<file path="config.mk">
export PLATFORM = sky130hd
export DESIGN_NAME = instr_fetch_unit
export DESIGN_NICKNAME = d
export VERILOG_FILES = /design/src/rtl/instr_fetch_unit.sv
export SDC_FILE = /design/constraint.sdc
export NUM_CORES = 1
export LEC_CHECK = 0
export BUFFER_PORTS_ARGS = -buffer_cell sky130_fd_sc_hd__buf_4
export CORE_ASPECT_RATIO = 2
export CORE_MARGIN = 8
export CORE_UTILIZATION = 63
export DETAILED_ROUTE_END_ITERATION = 10
export PLACE_DENSITY = 0.84
export SYNTH_ARGS = -nofsm -noshare
export SYNTH_HDL_FRONTEND = slang
export SYNTH_SLANG_ARGS = --single-unit
export TNS_END_PERCENT = 1
</file>
<file path="constraint.sdc">
create_clock -name clk_i -period 7.7 [get_ports clk_i]
set_clock_uncertainty 0.15 [all_clocks]
set_input_delay 1.925 -clock clk_i [delete_from_list [all_inputs] [get_ports clk_i]]
set_output_delay 1.925 -clock clk_i [all_outputs]
set_load 0.05 [all_outputs]
</file>
<file path="src/rtl/instr_fetch_unit.sv">
// Instruction fetch front-end: PC owner, single-outstanding imem
// req/ack master and a small {pc,instr} buffer toward decode.
package simple_processor_pkg;
  parameter int ADDR_WIDTH = 16;
  parameter int DATA_WIDTH = 32;
endpackage

module instr_fetch_unit
  import simple_processor_pkg::*;
#(
  parameter int MEM_ADDR_WIDTH = ADDR_WIDTH,
  parameter int MEM_DATA_WIDTH = DATA_WIDTH,
  parameter int PC_INC         = 2,
  parameter int FIFO_DEPTH     = 4
) (
  input  logic                      clk_i,
  input  logic                      arst_ni,
  input  logic [MEM_ADDR_WIDTH-1:0] boot_addr_i,
  output logic                      imem_req_o,
  output logic [MEM_ADDR_WIDTH-1:0] imem_addr_o,
  input  logic [MEM_DATA_WIDTH-1:0] imem_rdata_i,
  input  logic                      imem_ack_i,
  input  logic                      redirect_i,
  input  logic [MEM_ADDR_WIDTH-1:0] redirect_addr_i,
  output logic                      instr_valid_o,
  output logic [MEM_DATA_WIDTH-1:0] instr_o,
  output logic [MEM_ADDR_WIDTH-1:0] instr_pc_o,
  input  logic                      instr_ready_i
);

  localparam int PTR_W = $clog2(FIFO_DEPTH);
  localparam int CNT_W = PTR_W + 1;
  localparam logic [CNT_W-1:0] DEPTH_C =
    CNT_W'(FIFO_DEPTH);
  localparam logic [MEM_ADDR_WIDTH-1:0] INC_C =
    MEM_ADDR_WIDTH'(PC_INC);

  typedef enum logic [1:0] {
    BOOT,
    FETCH,
    WAIT,
    DRAIN
  } state_e;

  state_e                    state_q;
  logic [MEM_ADDR_WIDTH-1:0] pc_q;
  logic [MEM_ADDR_WIDTH-1:0] drain_addr_q;

  logic [MEM_ADDR_WIDTH-1:0] pc_mem_q   [FIFO_DEPTH];
  logic [MEM_DATA_WIDTH-1:0] data_mem_q [FIFO_DEPTH];
  logic [PTR_W-1:0]          wptr_q;
  logic [PTR_W-1:0]          rptr_q;
  logic [CNT_W-1:0]          count_q;

  logic             full;
  logic             req;
  logic             taken;
  logic             push;
  logic             pop;
  logic [CNT_W-1:0] count_d;

  assign full  = (count_q == DEPTH_C);
  assign req   = ((state_q == FETCH) && !full)
              || (state_q == WAIT)
              || (state_q == DRAIN);
  assign taken = req && imem_ack_i;

  // Redirect kills both the returning word and any head pop.
  assign push  = taken && (state_q != DRAIN)
              && !redirect_i && !full;
  assign pop   = (count_q != '0) && instr_ready_i
              && !redirect_i;

  assign count_d = count_q + CNT_W'(push)
                 - CNT_W'(pop);

  always_ff @(posedge clk_i or negedge arst_ni) begin
    if (!arst_ni) begin
      state_q      <= BOOT;
      pc_q         <= '0;
      drain_addr_q <= '0;
    end else begin
      unique case (state_q)
        BOOT: begin
          pc_q    <= redirect_i ? redirect_addr_i
                                : boot_addr_i;
          state_q <= FETCH;
        end
        FETCH, WAIT: begin
          if (redirect_i) begin
            pc_q <= redirect_addr_i;
            if (req && !imem_ack_i) begin
              drain_addr_q <= pc_q;
              state_q      <= DRAIN;
            end else begin
              state_q <= FETCH;
            end
          end else if (taken) begin
            pc_q    <= pc_q + INC_C;
            state_q <= (count_d < DEPTH_C) ? WAIT
                                           : FETCH;
          end else begin
            state_q <= req ? WAIT : FETCH;
          end
        end
        DRAIN: begin
          if (redirect_i) pc_q <= redirect_addr_i;
          if (imem_ack_i) state_q <= FETCH;
        end
        default: state_q <= BOOT;
      endcase
    end
  end

  always_ff @(posedge clk_i or negedge arst_ni) begin
    if (!arst_ni) begin
      wptr_q  <= '0;
      rptr_q  <= '0;
      count_q <= '0;
      for (int i = 0; i < FIFO_DEPTH; i++) begin
        pc_mem_q[i]   <= '0;
        data_mem_q[i] <= '0;
      end
    end else if (redirect_i) begin
      wptr_q  <= '0;
      rptr_q  <= '0;
      count_q <= '0;
    end else begin
      if (push) begin
        pc_mem_q[wptr_q]   <= pc_q;
        data_mem_q[wptr_q] <= imem_rdata_i;
        wptr_q             <= wptr_q + PTR_W'(1);
      end
      if (pop) rptr_q <= rptr_q + PTR_W'(1);
      count_q <= count_d;
    end
  end

  // While draining, the bus keeps the abandoned address.
  assign imem_req_o  = req;
  assign imem_addr_o = (state_q == DRAIN) ? drain_addr_q
                                          : pc_q;

  assign instr_valid_o = (count_q != '0);
  assign instr_o       = data_mem_q[rptr_q];
  assign instr_pc_o    = pc_mem_q[rptr_q];

endmodule
</file>
-- Word-level counts from Yosys, hierarchy flattened
Cells that the tools add are included.
- flip-flop bits (word level): 233
- latch bits: 0
- memory bits (writable): 0
- bits in read-only memories: 0
- bits of input ports: 69
- memories kept: 0
- add/sub/neg operators: 5
- multiply operators: 0
- divide/modulo/power cells: 0
- order comparisons: 4
- eq/ne operators: 8
- shift-type cells: 0
- multiplexer cells: 30
- bitwise operators: 3
- reductions and logical operators: 22
- operator list (cell ; number):
    bitwise mux 128 bit ; 1
    2-to-1 mux 16 bit ; 8
    2-to-1 mux 32 bit ; 3
    binary-select mux 32 bit (select 2 bit) ; 1
    bitwise mux 64 bit ; 1
    demux 32 bit (select 2 bit) ; 1
    one-hot mux 16 bit (3 select lines) ; 1
    binary-select mux 16 bit (select 2 bit) ; 1
    demux 16 bit (select 2 bit) ; 1
    2-to-1 mux 2 bit ; 10
    adder 16 x 2 -> 16 bit, second input constant ; 1
    logical AND 1 bit ; 9
    >= comparator 3 bit, second input constant ; 2
    inequality test 2 bit, second input constant ; 3
    NOT 2 -> 3 bit ; 2
    one-hot mux 2 bit (3 select lines) ; 1
    adder 2 x 1 -> 2 bit, second input constant ; 2
    == test 2 bit, second input constant ; 2
    AND reduction 2 bit ; 2
    nonzero test 2 bit ; 2
    adder 3 x 1 -> 3 bit ; 1
    == test 3 bit, second input constant ; 1
    zero test 1 bit ; 3
    less-than comparator 3 x 1 -> 1 bit, second input constant ; 1
    11 further kinds ; 12

-- Logic depth before layout (Yosys ltp)
Gate-level depths: netlist of run 1.
- depth after elaboration: 16
- mapped depth: 14

-- Worst setup path before layout of run 1
OpenSTA, ideal clock, no wires.
- kind: input-to-reg
- from: input port redirect_i
- to: register state_q[0]
- arrival time: 4.160 ns
- data required time: 7.422 ns
- path slack: 3.262 ns
- stages on the path: 11
- buffers on the path: 2
- cell sequence: clkbuf_1 clkbuf_1 nor2_1 ha_1 inv_1 ha_1 fa_1 xnor2_1 a21oi_1 or3_1 a21boi_0
- longest elaborated chain between the ends: 10
- elaborated cells between the ends (all ways): 11
- those cells by class: 2 x add/sub; 1 x order compare; 4 x mux; 4 x reduce/logical
- ends and longest elaborated chain (what ; line ; text):
    start: declaration ; 23 ; input logic redirect_i,
    zero test 1 bit ; 70, 72 ;
    logical AND 1 bit (2 in a row) ; 70 ; && !redirect_i && !full;
    adder 3 x 1 -> 3 bit ; 74 ; assign count_d = count_q + CNT_W'(push)
    subtractor 3 x 1 -> 3 bit ; 75 ; - CNT_W'(pop);
    less-than comparator 3 bit ; 100 ; state_q <= (count_d < DEPTH_C) ? WAIT
    2-to-1 mux 2 bit ; 100 ;
    2-to-1 mux 2 bit ; 98 ; end else if (taken) begin
    2-to-1 mux 2 bit * ; 90 ; if (redirect_i) begin
    one-hot mux 2 bit (3 select lines) * ; 83 ; unique case (state_q)
    end signal: assignment ; 100 ;
    end signal: assignment ; 103 ; state_q <= req ? WAIT : FETCH;
    end: declaration ; 45 ; state_e state_q;
Mark *: on every way between the ends. The rest lies on a longest branch, timed or not.
A chain may end at the register's enable or synchronous reset.

-- Final worst setup path of run 1
- from: register rptr_q[0]
- to: output port instr_pc_o[5]
- longest elaborated chain between the ends: 4
- ends and longest elaborated chain (what ; line ; text):
    start: declaration ; 52 ; logic [PTR_W-1:0] rptr_q;
    start signal: assignment ; 134 ; if (pop) rptr_q <= rptr_q + PTR_W'(1);
    NOT 2 -> 3 bit (not written as such) ; 146 ; assign instr_pc_o = pc_mem_q[rptr_q];
    binary-select mux 16 bit (select 2 bit) ; 146 ;
    2-to-1 mux 16 bit (not written as such) (2 in a row) ; 146 ;
    end: declaration ; 27 ; output logic [MEM_ADDR_WIDTH-1:0] instr_pc_o,
No other way between the ends. The select of a mux whose other input is x is not followed.

==> results by group, run 1 <==
Run status
  • Outcome: complete, no violations

Worst setup path
  • Critical Path Fanout Max: 50
  • FF-to-FF setup slack: 4290 ps
  • Crit. End Element: output port
  • Required time worst endpoint: around 5600 ps
  • FF-to-FF End: state_q[0]
  • CP arrival: between 2000 and 3000 ps
  • Reg2reg path depth: 13
  • Crit Path Class: flip-flop to output port
  • Worst r2r src: state_q[0]
  • Startpoint types: flip-flop

Clock network
  • Worst-skew pair later-pin latency: roughly 490 ps
  • Num Clock Sinks: roughly 230
  • CTS clk-pin slew, worst paths: about 70 ps
  • Root Driver: clkbuf_16
  • Post_cts resized: 0
  • CTS tree: yes
  • Post-CTS Setup Inserts: 0
  • Number of CTS-inserted buffers: 21
  • H-tree lvl count: 1
  • Cts hold-fix bufs: 0
  • Max Buffers Root-to-Sink: 3

STA
  • Final hold vios: 0
  • Tmin final: about 4600 ps
  • Hold WS: 350 ps
  • Setup Total Neg Slack: 0 ps
  • Unrepaired setup endpoints after global routing: false
  • Final worst-path cycle share: 59.4%
  • Worst-Margin Slew: between 1000 and 1500 ps
  • Fin. max-slew vios: 0
  • Worst rel slew slack: between 10 and 15%
  • # setup viols final: 0
  • Max Freq: between 0.2 and 0.25 GHz

Placement
  • GP Congestion: roughly 1
  • Placed cell count: approximately 1100
  • Port bufs: about 130
  • HPWL after detailed placement: around 18 mm

Synth
  • Syn avg cell area: about 15 um^2
  • Synthesized flop and latch total: ~230
  • Number of distinct library cells after synthesis: 58
  • Async set-reset flop share out of synthesis: 100%
  • Mapped Cells: between 700 and 800
  • Cell accounting for the most synthesized area: dfrtp_1
  • Post-synth top area share: about half
  • Seq/Total Area, Yosys: 50.5%
  • Synth warn: 0
  • Main area contributors after synthesis: dfrtp_1, mux2_2, mux2_4, mux4_2, buf_12
  • Cell Area, Synth: between 0.01 and 0.015 mm^2
  • Post-synth EDFFs: 0
  • Ys flop type: dfrtp_1
  • Syn nets: 850

GRT
  • Met1 Resource Use GR: a little over a quarter
  • GRT busiest layer: met2
  • GR Overflow Total: 0
  • First-pass GRT wire length: about 44 mm
  • M3 GR Usage: 3.26%
  • Vias in the first global route: 8193
  • Met2 Usage GRT: a little over two fifths
  • Initial antenna violation count: 0
  • GRT Total Usage: about a quarter
  • Pin count of the biggest net entering global routing: 132

Floorplanning
  • Die width: ~110 um
  • Row count: 70
  • Chip height: 207 um
  • Full die area: 0.0232 mm^2
  • Initial core utilization: a little under two thirds
  • IO Count: roughly 140
  • CORE AREA: between 0.015 and 0.02 mm^2

Cells and area
  • # nets final: roughly 950
  • Most frequent cells in the layout: dfrtp_1, mux2_2, buf_4
  • Ratio of cells with drive above 1 in the final layout: roughly half
  • Fillers: around 1200
  • Commonest non-fill, non-tap cell in the layout: dfrtp_1
  • Area growth, synth to finish: 13.5%
  • Cell Count, Final, Fillers Out: around 1100
  • # diodes: 0

Min path
  • Hold Crit Start: pc_mem_q[11]
  • Worst Hold End: pc_mem_q[11]
  • Type of the worst min-delay path: flip-flop to flip-flop
  • Hold Path Depth: 1

Pwr
  • Peak supply drop: 0.401 mV
  • Leak pwr: about 6.3 nW
  • Power Dens Cells: ~470 mW/mm^2
  • Power Total: approximately 6.2 mW

Route
  • Vias after detailed routing: just under 7000
  • Routed wire per std cell: approximately 24 um
  • Residual DRC: 0
  • Detailed Route WL: between 20 and 30 mm
  • Initial DRT Pass Iterations: 5
  • Drt via density: 6.26
  • Post-route ant nets: 0
  • Iteration-0 DRC Markers: about 240

Flow run
  • Max cap viols: 0
## worst max path at each step
stage / from / endpoint / slack [ps] / cells past startpoint
2_1_floorplan: redirect_i / state_q[0] / 3260 / 11
3_3_place_gp: redirect_i / state_q[0] / 3030 / 13
3_5_place_dp: redirect_i / state_q[0] / 2800 / 13
4_1_cts: rptr_q[0] / instr_pc_o[4] / 3040 / 2
5_1_grt: rptr_q[0] / instr_pc_o[4] / 2970 / 2
6_report: rptr_q[0] / instr_pc_o[5] / 3130 / 2
## per-layer routing
layer,vias up,part of all wire [%]
met5,-,0
met4,0,4.1
met3,67,3.9
met2,206,55
met1,3610,37
li1,3027,-
## synthesized netlist by cell type, drive strengths merged, types with 2 or more instances
master,instances
dfrtp,233
mux2,222
mux4,48
nand2,33
buf,31
clkbuf,27
o21ai,24
nor2,18
inv,14
mux2i,14
a21oi,12
ha,11
nand3,11
a32o,7
o31ai,5
xor2,5
a31oi,4
nor2b,4
a211oi,3
a21o,3
a221oi,3
nand4,3
nor3,3
or2,3
or3,3
a22o,2
a31o,2
nand2b,2
xnor2,2
## metrics by stage
stage	cell area [um^2]	worst slack [ps]	utilization, %
floorplan	11500	3260	-
global placement	12400	3030	68.5
detailed placement	12400	2800	68.5
CTS	13100	3040	72.3
global route	13100	2970	72.3
finish	13100	3130	72.3
## cells by family (layout without fill, tap and decap cells)
logic type      after synthesis  in the layout  synth area share, %
flops                       233            233                 50.5
simple gates                 87             87                 3.97
buf+inv                      72            191                 4.39
fa+ha+maj                    12             12                 1.37
compound gates               74             74                 4.37
xor+xnor                      7              7                0.531
mux                         284            284                 34.8
## worst max-delay path, stage by stage, from the launching register on
cell and delay [ps]:
dfrtp_4 1110, mux4_2 660, buf_4 220
## cell type report
cell class              instances  area (um^2)  share of cell area, %
flip-flops and latches        233         5840                   44.5
inverters                      14         52.6                  0.401
multi-input cells             464         5200                   39.7
well taps                     216          270                   2.06
repair buffers                139         1050                   8.02
clock buffers                  32          627                   4.78
clock inverters                 6         63.8                  0.487
## state kept, by name, summed over array words and instances (netlist names)
signal        cells
count_q           3
data_mem_q      128
drain_addr_q     16
pc_mem_q         64
pc_q             16
rptr_q            2
state_q           2
wptr_q            2
## report_power, final
part | total, mW | switching [mW] | internal [mW] | leakage [nW]
sequential | 2.16 | 0.446 | 1.71 | 3.02
clock | 1.04 | 0.447 | 0.598 | 0.335
combinational | 2.99 | 1.66 | 1.33 | 3.00
total | 6.19 | 2.55 | 3.64 | 6.35
Power figures use the tool's default switching activity.
==> run 2: changes to the inputs <==
CORE_UTILIZATION = 53   (was 63)
PLACE_DENSITY = 0.75   (was 0.84)
clock period = 3.9 ns   (was 7.7 ns; I/O delays follow)
==> results by group, run 2 (synthesis results as in run 1) <==
Floorplanning
  • Full die area: between 0.02 and 0.03 mm^2
  • Initial core utilization: between 50% and 60%
  • Row count: 76
  • Chip height: 225 um
  • Die width: 120 um
  • IO Count: about 140
  • CORE AREA: around 0.021 mm^2

GRT
  • GR Overflow Total: 0
  • First-pass GRT wire length: approximately 42 mm
  • GRT Total Usage: about a fifth
  • Initial antenna violation count: 0
  • Pin count of the biggest net entering global routing: 88
  • Vias in the first global route: 7687

STA
  • Tmin final: about 3400 ps
  • # setup viols final: 0
  • Hold WS: about 330 ps
  • Unrepaired setup endpoints after global routing: false
  • Max Freq: approximately 0.3 GHz
  • Fin. max-slew vios: 0
  • Worst rel slew slack: 38.7%
  • Worst-Margin Slew: ~920 ps
  • Final hold vios: 0
  • Setup Total Neg Slack: 0 ps
  • Final worst-path cycle share: a little under 90%

Cells and area
  • Largest Register: data_mem_q
  • Ratio of cells with drive above 1 in the final layout: a little over half
  • Cell Count, Final, Fillers Out: about 1200
  • Fillers: around 1700
  • Area growth, synth to finish: 15.5%
  • FF+latch area: a little under 0.006 mm^2
  • Regs by FF count: data_mem_q x128, pc_mem_q x64
  • Multi-input gate area: about 0.0052 mm^2
  • Max reg flops: 128
  • # nets final: between 900 and 1000
  • Most frequent cells in the layout: dfrtp_1, buf_4, mux2_2
  • Commonest non-fill, non-tap cell in the layout: dfrtp_1
  • # diodes: 0

Worst setup path
  • Crit. End Element: output port
  • Required time worst endpoint: 2770 ps
  • CP dominant cell by count: buf_4
  • Crit-path cells: buf_4 -> mux4_2 -> buf_4
  • Startpoint types: flip-flop
  • FF-to-FF setup slack: ~700 ps
  • Crit Path Class: flip-flop to output port
  • Slowest cell delay on critical path: ~590 ps
  • FF-to-FF End: state_q[0]
  • Critical Path Fanout Max: 16
  • CP arrival: 2270 ps
  • Reg2reg path depth: 12
  • Worst r2r src: count_q[1]
  • Slowest CP cell: dfrtp_4

Route
  • Routed wire per std cell: 21.9 um
  • Initial DRT Pass Iterations: 4
  • Vias after detailed routing: 6821
  • Post-route ant nets: 0
  • Iteration-0 DRC Markers: between 300 and 400
  • Residual DRC: 0
  • Drt via density: 5.80
  • Detailed Route WL: 25.8 mm

Pwr
  • Int Pwr: approximately 7.3 mW
  • Gate power share: 49.3%
  • Power Total: between 10 and 15 mW
  • Flop pwr share: 33.6%
  • Peak supply drop: roughly 0.72 mV
  • Sw frac: between 40% and 50%
  • Power Dens Cells: between 900 and 1000 mW/mm^2
  • Leak pwr: between 6 and 7 nW
  • Psw: a little under 5 mW
  • Clk pwr share: 17.1%

Placement
  • Placed cell count: around 1100
  • HPWL after detailed placement: between 15 and 20 mm
  • GP Congestion: about 0.96
  • Port bufs: around 130

Clock network
  • Post_cts resized: 0
  • Cts hold-fix bufs: 0
  • H-tree lvl count: 1
  • CTS clk-pin slew, worst paths: 60 ps
  • Num Clock Sinks: between 200 and 250
  • Max Buffers Root-to-Sink: 3
  • CTS tree: yes
  • Root Driver: clkbuf_16
  • Number of CTS-inserted buffers: 22
  • Post-CTS Setup Inserts: 0
  • Worst-skew pair later-pin latency: 510 ps

Min path
  • Type of the worst min-delay path: input port to async pin

Run status
  • Outcome: complete, no violations

Flow run
  • Max cap viols: 0
-- run 2: critical path, delay by kind of cell, from the launching register on --
| kind | cells | cell delay [ps] |
|---|---|---|
| flip-flops | 1 | 590 |
| buffers and inverters | 2 | 590 |
| multiplexers | 1 | 590 |
-- run 2: per-layer routing --
metal / vias to the layer above / global-route usage (%) / wire [um]
met2: 188 / 34.4 / 13800
met5: - / 0 / 0
met1: 3520 / 22.7 / 10100
met4: 0 / 7.58 / 741
li1: 3062 / - / -
met3: 51 / 3.52 / 1170
-- run 2: worst max path at each step --
stage	start	end	slack [ps]	cells past startpoint
detailed placement	redirect_i	state_q[0]	500	13
floorplan	redirect_i	state_q[0]	410	11
global placement	redirect_i	state_q[0]	570	13
finish	rptr_q[0]	instr_pc_o[5]	500	3
global route	rptr_q[0]	instr_pc_o[5]	380	3
CTS	rptr_q[0]	instr_o[28]	420	3
-- run 2: final cells by class --
type,instances,share of cell area [%]
clock buffer,35,5.11
clock inverter,4,0.178
inverter,14,0.394
multi-input combinational,464,39.0
sequential,233,43.8
tap,273,2.56
timing repair buffer,153,8.95
-- run 2: power by group through the flow --
stage	Sequential, mW	Clock [mW]	Combinational (mW)
2_1_floorplan	3.75	0	4.83
3_3_place_gp	4.10	0	6.03
3_5_place_dp	4.15	0	6.09
4_1_cts	4.11	2.16	6.11
5_1_grt	4.24	2.24	6.38
6_report	4.11	2.09	6.03
-- run 2: stage by stage --
stage / worst slack, ps / util (%) / cell area, um^2
2_1_floorplan: 412 / - / 11500
3_3_place_gp: 566 / 58.8 / 12600
3_5_place_dp: 504 / 58.8 / 12600
4_1_cts: 417 / 62.0 / 13300
5_1_grt: 381 / 62.0 / 13300
6_report: 505 / 62.0 / 13300
==> run 3: changes to the inputs <==
BUFFER_PORTS_ARGS = not set   (was -buffer_cell sky130_fd_sc_hd__buf_4)
CORE_UTILIZATION = 60   (was 53)
CTS_BUF_LIST = sky130_fd_sc_hd__clkbuf_8   (was not set)
DONT_BUFFER_PORTS = 1   (was not set)
PLACE_DENSITY = 0.78   (was 0.75)
==> results by group, run 3 (synthesis results as in run 1) <==
Worst setup path
  • Slowest cell delay on critical path: approximately 700 ps
  • Crit-path cells: buf_4 -> mux4_2
  • Startpoint types: flip-flop
  • CP arrival: 2210 ps
  • Critical Path Fanout Max: 17
  • Crit. End Element: output port
  • Slowest CP cell: mux4_2
  • Crit Path Class: flip-flop to output port
  • Delay-heaviest family, CP: multiplexers
  • Bufs and invs on worst path: 1
  • Required time worst endpoint: around 2800 ps

Run status
  • Outcome: complete, no violations

Floorplanning
  • Chip height: between 200 and 250 um
  • CORE AREA: 0.0191 mm^2
  • Full die area: 0.0242 mm^2
  • Initial core utilization: approximately three fifths
  • Row count: 72
  • Die width: 114 um
  • IO Count: roughly 140

STA
  • Fin. max-slew vios: 0
  • Final hold vios: 0
  • Setup Total Neg Slack: 0 ps
  • # setup viols final: 0
  • Unrepaired setup endpoints after global routing: false
  • Hold WS: approximately 180 ps
  • Max Freq: approximately 0.30 GHz
  • Tmin final: 3340 ps
  • Final worst-path cycle share: 85.6%
  • Worst-Margin Slew: between 900 and 1000 ps
  • Worst rel slew slack: 37.7%

Pwr
  • Psw: between 4 and 5 mW
  • Gate power share: about 45%
  • Power Total: ~11 mW
  • Flop pwr share: about 36%
  • Sw frac: 41.9%
  • Int Pwr: about 6.7 mW
  • Leak pwr: 5.87 nW
  • Clk pwr share: 18.8%
  • Power Dens Cells: slightly above 900 mW/mm^2
  • Peak supply drop: 0.805 mV

Placement
  • HPWL after detailed placement: between 10 and 15 mm
  • Port bufs: 0
  • GP Congestion: just under 0.9

GRT
  • First-pass GRT wire length: between 30 and 40 mm
  • GR Overflow Total: 0
  • Initial antenna violation count: 0
  • Vias in the first global route: 7071
  • Pin count of the biggest net entering global routing: between 200 and 250
  • GRT Total Usage: 19.9%

Min path
  • Type of the worst min-delay path: input port to async pin

Cells and area
  • # nets final: between 800 and 900
  • FF+latch area: 0.00584 mm^2
  • # diodes: 0
  • Fillers: roughly 1400
  • Regs by FF count: data_mem_q x128, pc_mem_q x64
  • Area growth, synth to finish: 7.31%
  • Most frequent cells in the layout: dfrtp_1, mux2_2, mux2_4
  • Largest Register: data_mem_q
  • Multi-input gate area: around 0.0052 mm^2
  • Commonest non-fill, non-tap cell in the layout: dfrtp_1
  • Ratio of cells with drive above 1 in the final layout: 45.1%
  • Max reg flops: about 130

Clock network
  • Number of CTS-inserted buffers: 35
  • Post_cts resized: 0
  • Num Clock Sinks: 233
  • CTS tree: yes
  • Root Driver: clkbuf_8
  • Worst-skew pair later-pin latency: about 510 ps
  • H-tree lvl count: 2
  • CTS clk-pin slew, worst paths: 70 ps
  • Max Buffers Root-to-Sink: 3

Route
  • Drt via density: approximately 6.1
  • Initial DRT Pass Iterations: 4
  • Vias after detailed routing: 6396
  • Routed wire per std cell: around 23 um
  • Iteration-0 DRC Markers: roughly 420
  • Detailed Route WL: 24.0 mm
  • Residual DRC: 0
  • Post-route ant nets: 0

Flow run
  • Max cap viols: 0
-- run 3: cell count changes in the layout (fill, tap and decap cells not counted), sizes merged --
cell and delta:
buf -137, clkinvlp +1, clkinv +2, clkbuf +8
bufinv +3, inv +9
-- run 3: what timing repair did --
item / 4_1_cts / 5_1_grt
hold endpoints to repair: 233 / 120
buffers inserted: 0 / 0
endpoints found under the setup margin: 0 / 0
-- run 3: worst paths after layout --
path                                      from               to  slack (ps)  depth (start not counted)
max in group asynchronous              arst_ni  data_mem_q[105]        2910                          1
worst min-delay path                   arst_ni    data_mem_q[1]         180                          1
worst max register to register      count_q[2]       state_q[0]         650                         11
min in group clk_i              data_mem_q[38]   data_mem_q[38]         350                          1
worst min register to register  data_mem_q[38]   data_mem_q[38]         350                          1
worst max-delay path                 rptr_q[0]       instr_o[5]         560                          2
-- run 3: stage by stage --
step | worst slack, ps | instances | instance area [um^2] | util, %
floorplan | 412 | 769 | 11500 | -
global placement | 698 | 983 | 11500 | 60.4
detailed placement | 640 | 983 | 11500 | 60.4
CTS | 485 | 1045 | 12300 | 64.4
global route | 434 | 1048 | 12400 | 64.8
finish | 562 | 1048 | 12400 | 64.8
-- run 3: area by class of cell --
| cell class | count | area share, % |
|---|---|---|
| clock buffers | 43 | 4.78 |
| clock inverters | 19 | 1.38 |
| inverters | 14 | 0.424 |
| multi-input cells | 464 | 42.0 |
| flip-flops and latches | 233 | 47.1 |
| well taps | 259 | 2.62 |
| repair buffers | 16 | 1.66 |
-- run 3: layer usage --
layer  up-vias  track usage (%)  share of wire (%)
met3        47             5.80                6.9
met5         -                0                  0
met4         0             8.14                2.6
met1      3338             23.6                 39
met2       188             33.0                 51
li1       2823                -                  -
-- run 3: power groups by stage --
stage | sequential [mW] | clock (mW) | combinational [mW]
finish | 4.14 | 2.16 | 5.20
floorplan | 3.75 | 0 | 4.83
CTS | 4.13 | 2.23 | 5.20
detailed placement | 4.16 | 0 | 5.19
global placement | 4.09 | 0 | 5.09
global route | 4.27 | 2.31 | 5.51
